--- config.mk ---
export PLATFORM = sky130hd
export DESIGN_NAME = rst_sequencer
export DESIGN_NICKNAME = d
export VERILOG_FILES = /design/src/rtl/rst_sequencer.sv
export SDC_FILE = /design/constraint.sdc
export NUM_CORES = 1
export LEC_CHECK = 0
export ABC_AREA = 1
export BUFFER_PORTS_ARGS = -buffer_cell sky130_fd_sc_hd__buf_2
export CORE_MARGIN = 5
export CORE_UTILIZATION = 60
export CTS_BUF_LIST = sky130_fd_sc_hd__clkbuf_16
export DETAILED_ROUTE_END_ITERATION = 6
export PLACE_DENSITY = 0.78
export SETUP_SLACK_MARGIN = 0.3
export SYNTH_ARGS = -nofsm -noshare
export SYNTH_HDL_FRONTEND = slang
export SYNTH_SLANG_ARGS = --single-unit
export TNS_END_PERCENT = 5
--- constraint.sdc ---
create_clock -name sys_clk -period 2 [get_ports sys_clk]
set_input_delay 0.2 -clock sys_clk [delete_from_list [all_inputs] [get_ports sys_clk]]
set_output_delay 0.2 -clock sys_clk [all_outputs]
set_load 0.1 [all_outputs]
--- src/rtl/rst_sequencer.sv ---
// Reset sequencer: holds N_CH reset outputs until PLL lock is stable.
// It then releases each channel at its own cycle offset.
`timescale 1ns/1ps
module rst_sequencer #(
   parameter int                    N_CH        = 4,
   parameter int                    CNT_W       = 20,
   parameter logic [N_CH*CNT_W-1:0] CH_DELAY    = '0,
   parameter int                    LOCK_FILTER = 16,
   parameter logic [N_CH-1:0]       ACTIVE_LOW  = '0
) (
   input  logic            sys_clk,
   input  logic            sys_rst_n,
   input  logic            trigger_reset,
   input  logic            pll_locked,
   output logic [N_CH-1:0] ch_rst,
   output logic            busy,
   output logic [1:0]      state,
   output logic [7:0]      lock_loss_cnt
);

   localparam int FILT_W = $clog2(LOCK_FILTER + 1);
   localparam logic [FILT_W-1:0] FILT_MAX  = FILT_W'(LOCK_FILTER);
   localparam logic [FILT_W-1:0] FILT_LAST = FILT_W'(LOCK_FILTER - 1);

   function automatic logic [CNT_W-1:0] max_delay();
      logic [CNT_W-1:0] m;
      m = '0;
      for (int i = 0; i < N_CH; i++) begin
         if (CH_DELAY[i*CNT_W +: CNT_W] > m) begin
            m = CH_DELAY[i*CNT_W +: CNT_W];
         end
      end
      return m;
   endfunction

   localparam logic [CNT_W-1:0] MAXD = max_delay();

   typedef enum logic [1:0] {
      HOLD  = 2'd0,
      COUNT = 2'd1,
      RUN   = 2'd2
   } seq_state_e;

   seq_state_e        state_q;
   seq_state_e        state_d;
   logic              lock_meta;
   logic              lock_s;
   logic [FILT_W-1:0] filt_q;
   logic [FILT_W-1:0] filt_d;
   logic [CNT_W-1:0]  seq_q;
   logic [CNT_W-1:0]  seq_d;
   logic [N_CH-1:0]   released_q;
   logic [N_CH-1:0]   released_d;
   logic [7:0]        loss_d;

   always_ff @(posedge sys_clk or negedge sys_rst_n) begin
      if (!sys_rst_n) begin
         lock_meta <= 1'b0;
         lock_s    <= 1'b0;
      end else begin
         lock_meta <= pll_locked;
         lock_s    <= lock_meta;
      end
   end

   always_ff @(posedge sys_clk or negedge sys_rst_n) begin
      if (!sys_rst_n) begin
         state_q       <= HOLD;
         filt_q        <= '0;
         seq_q         <= '0;
         released_q    <= '0;
         lock_loss_cnt <= '0;
         ch_rst        <= ~ACTIVE_LOW;
      end else begin
         state_q       <= state_d;
         filt_q        <= filt_d;
         seq_q         <= seq_d;
         released_q    <= released_d;
         lock_loss_cnt <= loss_d;
         ch_rst        <= (~released_d) ^ ACTIVE_LOW;
      end
   end

   // ch_rst is registered from released_d so a channel changes on the same edge its flag sets.
   always_comb begin
      state_d    = state_q;
      filt_d     = filt_q;
      seq_d      = seq_q;
      released_d = released_q;
      loss_d     = lock_loss_cnt;

      if (!lock_s || trigger_reset) begin
         filt_d = '0;
      end else if (state_q == HOLD && filt_q != FILT_MAX) begin
         filt_d = filt_q + 1'b1;
      end

      case (state_q)
         HOLD: begin
            seq_d      = '0;
            released_d = '0;
            if (lock_s && !trigger_reset && filt_q == FILT_LAST) begin
               state_d = COUNT;
            end
         end
         COUNT: begin
            for (int i = 0; i < N_CH; i++) begin
               if (seq_q >= CH_DELAY[i*CNT_W +: CNT_W]) begin
                  released_d[i] = 1'b1;
               end
            end
            if (seq_q == MAXD) begin
               state_d    = RUN;
               released_d = '1;
            end else begin
               seq_d = seq_q + 1'b1;
            end
         end
         RUN: begin
            released_d = '1;
         end
         default: begin
            state_d    = HOLD;
            seq_d      = '0;
            released_d = '0;
         end
      endcase

      // A trigger outranks a simultaneous lock loss and is not counted as one.
      if (state_q == COUNT || state_q == RUN) begin
         if (trigger_reset) begin
            state_d    = HOLD;
            seq_d      = '0;
            released_d = '0;
         end else if (!lock_s) begin
            state_d    = HOLD;
            seq_d      = '0;
            released_d = '0;
            if (lock_loss_cnt != 8'hFF) begin
               loss_d = lock_loss_cnt + 1'b1;
            end
         end
      end
   end

   assign busy  = (state_q != RUN);
   assign state = state_q;

endmodule

==> flow_metrics.env, run 1 <==
export IMPL_status="completed"
export IMPL_io_pins=19
export IMPL_slew_violations=0
export IMPL_cts_sinks=38
export IMPL_yosys_top_cells_count="95 x nand2_1, 42 x inv_1, 42 x nor2_1"
export IMPL_synth_area_leaders="dfrtp_1 38%, nand2_1 15%, inv_1 6.5%, nor2_1 6.5%, ha_1 5.2%"
export IMPL_required_ns=2.17
export IMPL_fin_nets=379
export IMPL_grt_usage_pct=22.2
export IMPL_grt_overflow=0
export IMPL_syn_num_nets=351
export IMPL_async_reset_ff_share_pct=100
export IMPL_ys_seq_area_share_pct=39.4
export IMPL_max_freq_ghz=0.599
export IMPL_coreArea_sq_mm=0.00394
export IMPL_fin_crit_sh_pct=83.4
export IMPL_slew_headroom_pct=58.7
export IMPL_yosysMostFrequentCell="nand2_1"
export IMPL_root_buffer="clkbuf_16"
export IMPL_synth_edf_count=0
export IMPL_insertion_delay_ns=0.28
export IMPL_synth_area_sq_mm=0.00241
export IMPL_synth_ff_type="dfrtp_1"
export IMPL_ant_nets=0
export IMPL_grt_max_degree=29
export IMPL_cp_max_fo=5
export IMPL_power_density_mw_per_mm2=591
export IMPL_crit_family="flip-flops"
export IMPL_arrival_ns=1.83
export IMPL_floorplan_initialDensity_pct=61.3
export IMPL_drtIter0Drc=166
export IMPL_vias=2197
export IMPL_die_w_um=73.4
export IMPL_crit_chain="inv_2 > ha_1 > inv_2 > nor3_2 > o21ai_2 > buf_4 > mux2_2"
export IMPL_syn2layout_area_growth_pct=15.2
export IMPL_postSynthCellCount=337
export IMPL_grt_pass1_wl_um=9450
export IMPL_rows=23
export IMPL_cts_tree="built"
export IMPL_drc=0
export IMPL_viasPerCell=5.28
export IMPL_min_from="pll_locked"
export IMPL_endpoint_kind="flip-flop"
export IMPL_first_pass_iters=4
export IMPL_reg2reg_from="state[1]"
export IMPL_path_common_cell="inv_2"
export IMPL_hold_violations=0
export IMPL_worstSetupStartpointType="flip-flop"
export IMPL_irDropWorstVdd_mv=0.467
export IMPL_cts_buffer_depth=2
export IMPL_skew_ns=0.00679
export IMPL_hold_class="input port to flip-flop"
export IMPL_cts_buffers=5
export IMPL_htree_levels=2
export IMPL_worstMarginPinSlew_ns=0.620
export IMPL_max_cap_violations=0
export IMPL_diodes=0
export IMPL_synth_warnings=0
export IMPL_grt_pass1_vias=2183
export IMPL_portBuffers=18
export IMPL_yosysTopAreaCell="dfrtp_1"
export IMPL_timing_setup_tns_ns=0
export IMPL_p_leak_nw=1.24
export IMPL_antenna_found_initial=0
export IMPL_critPathKind="flip-flop to flip-flop"
export IMPL_fin_util_pct=70.6
export IMPL_synth_top_cell_area_share_pct=38.3
export IMPL_cp_slowest_cell="dfrtp_4"
export IMPL_clk_pin_slew_ns=0.06
export IMPL_layout_drive_gt1_share_pct=18.9
export IMPL_synth_seq_cells=38
export IMPL_setup_viol=0
export IMPL_slowest_delay_ns=0.50
export IMPL_hpwl_um=3890
export IMPL_rsz0062_at_grt="true"
export IMPL_gp_congestion=0.880
export IMPL_crit_buf_inv=3
export IMPL_setup_worst_path_start="state[1]"
export IMPL_wl_per_cell_um=13.0
export IMPL_dieHeight_um=73.4
export IMPL_synth_cell_type_count=31
export IMPL_syn_area_per_cell_sq_um=7.17
export IMPL_wirelength_um=5400
export IMPL_die_area_sq_mm=0.00539
export IMPL_period_needed_ns=1.67
-- final timing paths --
kind / to / slack [ns] / depth (start not counted)
max in group asynchronous: ch_rst[2] / 0.83 / 3
max reg2reg: lock_loss_cnt[6] / 0.33 / 7
min: lock_meta / 0.03 / 1
min in group asynchronous: filt_q[0] / 0.50 / 2
min reg2reg: lock_s / 0.35 / 0
max: lock_loss_cnt[6] / 0.33 / 7
-- cells in the final DEF (no fill, tap or decap), types with 13 or more instances in the layout --
cell	count
nor2_1	42
nand2_1	95
buf_2	17
a21oi_1	15
dfrtp_1	27
o21ai_0	18
inv_1	40
buf_4	13
nand3_1	22
-- metrics by stage --
| step | area, sq um | total power (W) | worst slack [ns] | hold slack [ns] | instances |
|---|---|---|---|---|---|
| floorplan | 2460 | 0.000882 | 0.0909 | -0.0956 | 337 |
| finish | 2780 | 0.00164 | 0.332 | 0.0253 | 416 |
| global route | 2780 | 0.00170 | 0.278 | 0.0210 | 416 |
| global placement | 2560 | 0.000916 | 0.327 | 0.251 | 399 |
| detailed placement | 2560 | 0.000918 | 0.260 | 0.252 | 399 |
| CTS | 2720 | 0.00165 | 0.262 | 0.0228 | 409 |
-- routing by layer --
layer	routed length [um]	track usage, %
met5	0	0
met4	99	8.25
met3	292	4.51
met2	2650	38.6
met1	2360	26.9
-- registers in the layout, summed over array words and instances (netlist names) --
register	cells
seq_q	20
lock_s	1
lock_loss_cnt	8
state	2
ch_rst	1
filt_q	5
lock_meta	1
-- logic make-up (layout without fill, tap and decap cells) --
| group | after synthesis | in the layout | share of synthesized area, % |
|---|---|---|---|
| and+or+nand+nor | 181 | 181 | 31.7 |
| buffers and inverters | 54 | 83 | 9.84 |
| AOI/OAI and AO/OA | 44 | 44 | 9.95 |
| DFF | 38 | 38 | 39.4 |
| adders and majority gates | 10 | 10 | 5.18 |
| xor gates and xnor gates | 7 | 7 | 2.54 |
| muxes | 3 | 3 | 1.40 |
-- layout make-up --
| type | instances | area [sq um] |
|---|---|---|
| clock inverters | 3 | 11.3 |
| inverters | 44 | 171 |
| fillers | 349 | 1160 |
| clock buffers | 5 | 125 |
| well taps | 50 | 62.6 |
| repair buffers | 31 | 193 |
| flip-flops and latches | 38 | 970 |
| multi-input cells | 245 | 1250 |
-- power breakdown --
| group | switching [W] | total [W] | internal [W] |
|---|---|---|---|
| sequential | 0.00000941 | 0.000791 | 0.000782 |
| combinational | 0.0000924 | 0.000115 | 0.0000227 |
| clock | 0.000290 | 0.000738 | 0.000448 |
-- repair_timing --
item                                   CTS  global route
endpoints found under the hold margin   27             0
hold buffers                             1             0
resized for setup                        1             7
setup buffers                            1             7
setup endpoints to repair                2            13
(Power assumes the default switching activity.)
==> run 2, diff against run 1 <==
ABC_AREA = 0   (was 1)
CORE_UTILIZATION = 59   (was 60)
PLACE_DENSITY = 0.77   (was 0.78)
clock period = 1.65 ns   (was 2 ns; I/O delays follow)
==> run 2 against run 1 <==
  * The flow now finishes with violations (negative setup slack)
  * Flip-flop and latch count is the same
  * Hold slack gained 0.34 ns
  * Clock skew shrank 0.00069 ns
  * Routed wire length grew 49%
  * Clock power grew 72%
  * Critical path type unchanged
  * Largest cell class unchanged
  * Highest routed layer unchanged
==> flow_metrics.env, run 2 <==
export IMPL_synth_warnings=0
export IMPL_grt_max_degree=30
export IMPL_p_leak_nw=1.39
export IMPL_status="finished, violations left"
export IMPL_slowest_delay_ns=0.42
export IMPL_ys_seq_area_share_pct=44.1
export IMPL_mostFrequentLayoutCell="buf_4"
export IMPL_final_cell_mix="56 x buf_4, 33 x dfrtp_1, 24 x nand2_1, 11 x nor2_1"
export IMPL_route_met3_wl_um=705
export IMPL_endpoint_kind="flip-flop"
export IMPL_synth_seq_cells=38
export IMPL_cts_tree="built"
export IMPL_worstMarginPinSlew_ns=0.655
export IMPL_period_needed_ns=2.04
export IMPL_fin_util_pct=89.0
export IMPL_syn_num_nets=240
export IMPL_hold_class="flip-flop to flip-flop"
export IMPL_largest_register_ffs=20
export IMPL_slew_violations=0
export IMPL_diodes=0
export IMPL_synth_top_cell_area_share_pct=42.9
export IMPL_cp_slowest_cell="dfrtp_1"
export IMPL_portBuffers=18
export IMPL_yosys_top_cells_count="37 x dfrtp_1, 26 x nand2_1, 12 x a21oi_1"
export IMPL_dieHeight_um=70.5
export IMPL_coreArea_sq_mm=0.00361
export IMPL_yosysTopAreaCell="dfrtp_1"
export IMPL_cts_buffers=5
export IMPL_drc=0
export IMPL_first_pass_iters=6
export IMPL_syn2layout_area_growth_pct=48.6
export IMPL_violations="negative setup slack"
export IMPL_yosysMostFrequentCell="dfrtp_1"
export IMPL_synth_cell_type_count=47
export IMPL_synth_area_leaders="dfrtp_1 43%, ha_1 5.8%, nand2_1 4.5%, xnor2_1 2.8%, a21oi_1 2.8%"
export IMPL_power_density_mw_per_mm2=737
export IMPL_drtIter0Drc=271
export IMPL_rows=22
export IMPL_arrival_ns=2.20
export IMPL_synth_area_sq_mm=0.00216
export IMPL_required_ns=1.80
export IMPL_largest_register="seq_q"
export IMPL_syn_area_per_cell_sq_um=9.56
export IMPL_top_regs="seq_q (20), lock_loss_cnt (8), filt_q (5)"
export IMPL_skew_ns=0.00610
export IMPL_slew_headroom_pct=56.4
export IMPL_insertion_delay_ns=0.29
export IMPL_htree_levels=2
export IMPL_finalPower_w=0.00236
export IMPL_max_freq_ghz=0.490
export IMPL_gp_congestion=0.825
export IMPL_hold_violations=0
export IMPL_wl_per_cell_um=23.0
export IMPL_floorplan_initialDensity_pct=59.9
export IMPL_grt_pass1_wl_um=10800
export IMPL_postSynthCellCount=226
export IMPL_ant_nets=0
export IMPL_wirelength_um=8020
export IMPL_cts_buffer_depth=2
export IMPL_worstSetupStartpointType="flip-flop"
export IMPL_rsz0062_at_grt="true"
export IMPL_critPathKind="flip-flop to flip-flop"
export IMPL_layout_drive_gt1_share_pct=42.7
export IMPL_cp_max_fo=6
export IMPL_root_buffer="clkbuf_16"
export IMPL_async_reset_ff_share_pct=100
export IMPL_setup_viol=30
export IMPL_fin_nets=313
export IMPL_clk_pin_slew_ns=0.06
export IMPL_fin_crit_sh_pct=124
export IMPL_grt_pass1_vias=2200
export IMPL_irDropWorstVdd_mv=0.815
export IMPL_antenna_found_initial=0
export IMPL_io_pins=19
export IMPL_route_met2_wl_um=3950
export IMPL_die_w_um=70.5
export IMPL_top_layer="met4"
export IMPL_grt_overflow=0
export IMPL_cts_sinks=38
export IMPL_synth_edf_count=0
export IMPL_setup_ws_ns=-0.393
export IMPL_hpwl_um=3800
export IMPL_viasPerCell=6.69
export IMPL_wl_met1_um=2970
export IMPL_crit_chain="inv_1 > ha_1 > nor4b_2 > nand4_1 > nor2_4 > buf_6 > xnor2_1 > o32ai_1"
export IMPL_crit_family="simple AND/OR/NAND/NOR gates"
export IMPL_crit_buf_inv=2
export IMPL_vias=2328
export IMPL_max_cap_violations=0
export IMPL_grt_usage_pct=28.1
export IMPL_synth_ff_type="dfrtp_1"
export IMPL_die_area_sq_mm=0.00497
run 2: cell families after synthesis:
| kind of cell | Yosys count | share of synthesized area, % |
|---|---|---|
| adder cells (fa/ha/maj) | 10 | 5.79 |
| AO/OA/AOI/OAI | 49 | 15.8 |
| buffers and inverters | 22 | 4.58 |
| flip-flops | 38 | 44.1 |
| multiplexers | 2 | 0.985 |
| AND/OR/NAND/NOR | 94 | 24.3 |
| XOR/XNOR | 11 | 4.46 |
run 2: routing by layer:
metal	GRT usage, %	vias up
li1	-	982
met1	31.2	1133
met2	49.2	176
met3	6.62	37
met4	15.3	0
met5	0	-
run 2: timing repair:
item	in CTS	in global routing
endpoints found under the setup margin	42	44
pin swaps	22	17
hold buffers	2	0
resized for setup	28	24
setup buffers	2	5
endpoints found under the hold margin	28	0
run 2: per-stage QoR:
step	cell area [sq um]	hold slack, ns	TNS, ns	setup WS (ns)	std cells
detailed placement	2720	0.220	-2.51	-0.228	331
floorplan	2220	-0.131	-5.79	-0.603	226
CTS	3070	0.362	-2.78	-0.254	343
global route	3210	0.373	-7.98	-0.450	348
finish	3210	0.360	-6.70	-0.393	348
global placement	2720	0.207	-1.58	-0.180	331
run 2: path summary, 6_finish.rpt:
| kind | depth (start not counted) | endpoint | slack [ns] | startpoint |
|---|---|---|---|---|
| setup / recovery | 8 | seq_q[0] | -0.39 | seq_q[1] |
| hold / removal | 0 | lock_s | 0.36 | lock_meta |
| setup reg to reg | 8 | seq_q[0] | -0.39 | seq_q[1] |
| hold reg to reg | 0 | lock_s | 0.36 | lock_meta |
| max in group asynchronous | 3 | seq_q[14] | 0.56 | sys_rst_n |
| min in group asynchronous | 2 | lock_loss_cnt[7] | 0.47 | sys_rst_n |
run 2: area by class of cell:
cell class | count | area (sq um)
tap | 48 | 60.1
sequential | 38 | 962
multi-input combinational | 166 | 1300
clock buffer | 5 | 125
fill | 155 | 398
clock inverter | 3 | 68.8
timing repair buffer | 79 | 651
inverter | 9 | 41.3
run 2: report_power, final:
group | switching, W | total, W | leakage [nW] | internal (W)
registers | 0.00000831 | 0.000952 | 0.513 | 0.000944
logic | 0.0000997 | 0.000141 | 0.787 | 0.0000409
clock network | 0.000401 | 0.00127 | 0.0940 | 0.000869
total | 0.000509 | 0.00236 | 1.39 | 0.00185
